--- src/rtl/nec_prefetch_pkg.sv ---
// Shared types and constants for the NEC core front end (prefetch queue and decoder).
package nec_prefetch_pkg;

  localparam int IPQ_DEPTH = 8;

  typedef logic [1:0] prefetch_state_e;

  localparam prefetch_state_e ST_IDLE    = 2'd0;
  localparam prefetch_state_e ST_REQ     = 2'd1;
  localparam prefetch_state_e ST_WAIT    = 2'd2;
  localparam prefetch_state_e ST_DISCARD = 2'd3;

endpackage

--- src/rtl/nec_prefetch.sv ---
// Instruction prefetch queue: fetches code bytes on the PS segment into an
// 8-byte circular buffer indexed by address bits [2:0], ahead of the decoder pc.
module nec_prefetch
  import nec_prefetch_pkg::*;
#(
  parameter int FETCH_SPACE = 2
) (
  input  logic        clk,
  input  logic        reset,
  input  logic        ce_1,
  input  logic        ce_2,
  input  logic [15:0] decode_pc,
  input  logic        set_pc,
  input  logic [15:0] new_pc,
  input  logic        block_prefetch,
  input  logic [15:0] ps_seg,
  output logic        bus_req,
  output logic [19:0] bus_addr,
  output logic        bus_byte,
  input  logic        bus_ack,
  input  logic        bus_ready,
  input  logic [15:0] bus_data,
  output logic [3:0]  ipq_len,
  output logic [7:0]  ipq [0:IPQ_DEPTH-1]
);

  prefetch_state_e state;
  logic [15:0]     fetch_pc;
  logic [15:0]     pc_diff;
  logic [3:0]      free_bytes;
  logic [3:0]      fetch_size;
  logic [3:0]      need_bytes;
  logic            start_ok;
  logic            enable;
  logic [2:0]      idx_lo;
  logic [2:0]      idx_hi;

  assign enable = ce_1 | ce_2;

  // The fetch policy keeps fetch_pc at most 8 bytes ahead, so the low nibble suffices.
  assign pc_diff    = fetch_pc - decode_pc;
  assign ipq_len    = pc_diff[3:0];
  assign free_bytes = 4'(IPQ_DEPTH) - ipq_len;

  assign fetch_size = fetch_pc[0] ? 4'd1 : 4'd2;
  assign need_bytes = (4'(FETCH_SPACE) > fetch_size) ? 4'(FETCH_SPACE) : fetch_size;
  assign start_ok   = !block_prefetch && (free_bytes >= need_bytes);

  assign bus_req  = (state == ST_REQ);
  assign bus_addr = {ps_seg, 4'b0000} + {4'b0000, fetch_pc};
  assign bus_byte = fetch_pc[0];

  assign idx_lo = fetch_pc[2:0];
  assign idx_hi = idx_lo + 3'd1;

  // NOTE: the byte store is reset too, so the decoder never sees X bytes after reset.
  always_ff @(posedge clk or posedge reset) begin
    if (reset) begin
      state    <= ST_IDLE;
      fetch_pc <= 16'h0000;
      for (int i = 0; i < IPQ_DEPTH; i++) ipq[i] <= 8'h00;
    end else if (enable) begin
      if (set_pc) begin
        // Redirect wins; an already-acked fetch must still be drained in DISCARD.
        fetch_pc <= new_pc;
        case (state)
          ST_WAIT, ST_DISCARD: state <= bus_ready ? ST_IDLE : ST_DISCARD;
          default:             state <= ST_IDLE;
        endcase
      end else begin
        case (state)
          ST_IDLE: if (start_ok) state <= ST_REQ;
          ST_REQ:  if (bus_ack) state <= ST_WAIT;
          ST_WAIT: begin
            if (bus_ready) begin
              ipq[idx_lo] <= bus_data[7:0];
              if (!fetch_pc[0]) ipq[idx_hi] <= bus_data[15:8];
              fetch_pc <= fetch_pc + {12'h000, fetch_size};
              state    <= ST_IDLE;
            end
          end
          default: if (bus_ready) state <= ST_IDLE;
        endcase
      end
    end
  end

endmodule

--- config.mk ---
export PLATFORM = sky130hd
export DESIGN_NAME = nec_prefetch
export DESIGN_NICKNAME = d
export VERILOG_FILES = /design/src/rtl/nec_prefetch_pkg.sv /design/src/rtl/nec_prefetch.sv
export SDC_FILE = /design/constraint.sdc
export NUM_CORES = 1
export LEC_CHECK = 0
export CAP_MARGIN = 20
export CORE_MARGIN = 10
export CORE_UTILIZATION = 30
export CTS_CLUSTER_DIAMETER = 150
export DETAILED_ROUTE_END_ITERATION = 8
export GPL_TIMING_DRIVEN = 0
export SLEW_MARGIN = 20
export SYNTH_ARGS = -nofsm -noshare
export SYNTH_HDL_FRONTEND = slang
export SYNTH_SLANG_ARGS = --single-unit
--- constraint.sdc ---
create_clock -name clk -period 6.6 [get_ports clk]
set_clock_uncertainty 0.05 [all_clocks]
set_input_delay 0.66 -clock clk [delete_from_list [all_inputs] [get_ports clk]]
set_output_delay 0.66 -clock clk [all_outputs]
set_load 0.005 [all_outputs]
# Word level (Yosys, flattened, before mapping)
# Cells that the tools add are included.
# word_totals
output_inout_bits	90
input_bits	72
wordCells	61
ff_bits	82
# op_classes
order_cmp	6
reduce_logical	12
n_eq_ne	5
n_bitwise	4
addsub	5
muxes	19
# ops
op	n
64-bit bitwise mux	2
64-bit 2-to-1 mux	1
8-bit demux with 3-bit select	2
16-bit 2-to-1 mux	3
20-bit by 16-bit adder with 20-bit output	1
16-bit by 2-bit adder with 16-bit output	1
2-bit 2-to-1 mux	8
8-bit 2-to-1 mux	2
4-bit greater-or-equal comparator, second input constant	2
4-bit by 1-bit < comparator with 1-bit output, second input constant	2
3-bit inverter with 4-bit output	2
4-bit AND reduction	2
2-bit equality test, second input constant	2
4-bit by 2-bit greater-or-equal comparator with 1-bit output	1
2-bit one-hot mux with 2 select lines	1
2-bit nonzero test	2
4-bit nonzero test	1
4-bit subtractor	1
4-bit subtractor, first input constant	1
3-bit by 1-bit adder with 3-bit output, second input constant	1
1-bit logical AND	3
3-bit by 2-bit inequality test with 1-bit output, second input constant	1
3-bit inequality test, second input constant	1
3-bit AND reduction	1
other kinds (7)	7

# Depth between registers and ports, before layout
# logic_depth
depth_word	8
mapped_depth	11
mapped_depth_nobuf	10

# Worst setup path after synthesis
# Ideal clock, no wire load.
# synth_path
path_kind	input to output
from	in ps_seg[0]
to	out bus_addr[18]
path_slack_ns	3.522
path_stages	8
path_buffers	0
arrival_ns	2.368
cell_sequence	ha_1 inv_1 fa_1 nor2b_1 o31a_1 a41oi_1 or4_1 nand4_1
# synth_between
elab_chain_len	1
# synth_lines
item	line	source
start: declaration	nec_prefetch.sv:16	input logic [15:0] ps_seg,
20-bit by 16-bit adder with 20-bit output	nec_prefetch.sv:50	assign bus_addr = {ps_seg, 4'b0000} + {4'b0000, fetch_pc};
end: declaration	nec_prefetch.sv:18	output logic [19:0] bus_addr,
# No other way between the ends.

# Worst setup path in the final report
# Same ends and word-level chain as after synthesis.

==> impl_metrics.toml <==
[status]
status = "finished, final reports clean"

[hold_path]
hp-class = "flop to flop"
hold_depth = 1

[pwr]
ir_drop_v = 0.000142
clock_power_share_pct = 21.7
sw_frac_of_total_pct = 33.9
internal-power_mw = 1.71
combPwrFrac_pct = 46.4
leakagePower_nw = 2.84
switching_power_mw = 0.877
p_per_area_nw_per_um2 = 379
seq_power_share_pct = 31.9

[cts]
root_buffer = "clkbuf_16"
clk_pin_slew_ps = 60
tritoncts = "yes"
clock-sinks = 82
cts_setup_buffers = 0
clk-insertion-delay-late_ps = 340
cts_buffers = 9
clk_path_buf_depth = 2
h-tree-depth = 3
hold_buffers = 0
post_cts_resized = 0

[die]
rows = 45
coreArea_um2 = 15300
io_pins = 162
initial_core_util_pct = 30.9
dieArea_um2 = 21200
die_h_um = 146
die_x_um = 146

[yosys]
syn_area_per_cell_um2 = 9.54
ys.flop_type = "dfrtp_1"
ys_seq_area_share_pct = 43.4
synth_edf_count = 0
synthArstFlopShare_pct = 100
yosysUniqueCellTypes = 55
syn-cell-area_um2 = 4730
synth_warnings = 0
synthesis.nets = 589
ys_ff_latch = 82
synth_cells = 496

[drt]
viasPerCell = 5.23
drt-pass1-iter-count = 5
num_vias = 4562
drtAntennaViolNets = 0
drt_iter0_drc = 162
drc = 0
routedWlPerCell_um = 18.1
wl_mm = 15.8

[timing]
finalMaxSlewViolations = 0
tns_ps = 0
slew_headroom_pct = 42.5
fin_crit_ps = 4270
finalCritPeriodShare_pct = 64.7
setup_viol = 0
tightest_slew_ps = 851
whs_ps = 456
hold_viol = 0
rsz0062_at_grt = "no"
timing.fmax_ghz = 0.234

[global_route]
grt_pass1_wl_mm = 25.5
grt_pass1_vias = 4676
antenna_found_initial = 0
grt-ovfl-total = 0
grt_max_degree = 48
grt_usage_pct = 14.7

[placement]
routabilityCongestion = 0.807
dp_hpwl_mm = 12.3
portBuffers = 148

[worst_setup_path]
path_common_cell = "clkdlybuf4s50_1"
critPathCaptureType = "output port"
critical_path.startpoint_type = "input pin"
required_ps = 5890
crit_chain = "clkdlybuf4s50_1, ha_1, inv_1, fa_1, nor2b_1, o31a_1, a41oi_1, or4_1, nand4_1, clkdlybuf4s50_1"
max_stage_delay_ps = 550
critPathMaxFanout = 6
r2r_cells = 11
path_class = "input pin to output port"
arrival_ps = 3560
cp_slowest_cell = "or4_1"

[finish]
layout_commonest_cell = "clkdlybuf4s50_1"
nets = 749
drive_gt1_share_pct = 9.83
n_antenna_cell = 0
area_delta_synth_final_pct = 44.5
mostFrequentLayoutCells = "clkdlybuf4s50_1, dfrtp_1, nor2_1"

[flow_run]
max_cap_viol_count = 0
worst paths after layout:
kind / start / endpoint / slack, ps
max reg2reg: fetch_pc[0] / state[0] / 3610
min: ipq[44] / ipq[44] / 460
min in group asynchronous: reset / ipq[20] / 660
min reg2reg: ipq[44] / ipq[44] / 460
max: ps_seg[0] / bus_addr[18] / 2330
max in group asynchronous: reset / ipq[8] / 5240
metrics by stage:
stage	utilization [%]	std cells	setup slack, ps	instance area (um^2)	total power [mW]
2_1_floorplan	-	496	3520	4730	1.37
3_3_place_gp	42.3	855	2390	6480	2.02
5_1_grt	44.6	872	2130	6840	2.78
6_report	44.6	872	2330	6840	2.59
3_5_place_dp	42.5	856	2310	6510	2.06
4_1_cts	44.6	872	2310	6840	2.63
metal layers:
| metal | vias to the layer above | GRT usage, % | routed length, um |
|---|---|---|---|
| li1 | 2163 | - | - |
| met1 | 2221 | 18.6 | 7220 |
| met2 | 168 | 23.9 | 7390 |
| met3 | 10 | 4.59 | 1050 |
| met4 | 0 | 3.34 | 138 |
| met5 | - | 0 | 0 |
cell type report:
| type | count | area (um^2) |
|---|---|---|
| Tap cell | 211 | 264 |
| Timing Repair Buffer | 149 | 1510 |
| Clock buffer | 9 | 225 |
| Clock inverter | 7 | 105 |
| Inverter | 16 | 62.6 |
| Multi-Input combinational cell | 374 | 2490 |
| Fill cell | 1493 | 8480 |
| Buffer | 24 | 125 |
| Sequential cell | 82 | 2050 |
flip-flops by register name (all words and copies together), names as in the netlist:
register  count
ipq          64
fetch_pc     16
state         2
synth_stat cells, types with 3 or more instances:
cell | n | area [um^2]
o2111ai_1 | 4 | 35.0
mux2i_1 | 5 | 50.1
a211oi_1 | 3 | 22.5
inv_1 | 16 | 60.1
buf_4 | 4 | 30.0
o31ai_1 | 4 | 30.0
o21ai_0 | 25 | 125
dfrtp_1 | 82 | 2050
o22ai_1 | 33 | 206
nand3_1 | 12 | 60.1
nand4_1 | 5 | 31.3
ha_1 | 19 | 238
nor3_1 | 12 | 60.1
a22oi_1 | 4 | 30.0
o2bb2ai_1 | 3 | 26.3
nor2_1 | 61 | 229
nor2b_1 | 6 | 37.5
xor2_1 | 6 | 52.6
or3_1 | 4 | 25.0
o21a_1 | 5 | 37.5
a311oi_1 | 3 | 26.3
buf_2 | 4 | 20.0
a21oi_1 | 59 | 295
mux2_2 | 24 | 270
xnor2_1 | 9 | 78.8
mux2_4 | 8 | 120
nand2_1 | 27 | 101
clkbuf_1 | 13 | 48.8
power by group through the flow:
stage               logic, mW  registers, mW  clock network, mW
floorplan               0.558          0.814                  0
global placement         1.19          0.832                  0
detailed placement       1.22          0.838                  0
CTS                      1.22          0.828              0.577
global route             1.33          0.852              0.602
finish                   1.20          0.827              0.561
logic make-up (layout without fill, tap and decap cells):
group / after synthesis / after routing / synth area share (%)
AOI/OAI and AO/OA: 155 / 155 / 19.8
and+or+nand+nor: 146 / 146 / 15.0
DFF: 82 / 82 / 43.4
buffers and inverters: 40 / 205 / 3.91
muxes: 37 / 37 / 9.31
adders and majority gates: 21 / 21 / 5.87
xor gates and xnor gates: 15 / 15 / 2.78
worst max-delay path, delay by kind of cell:
kind            cells  cell delay (ps)
compound gates      2              480
fa+ha+maj           2              560
buf+inv             3             1030
simple gates        3              820
(Power assumes the default switching activity.)
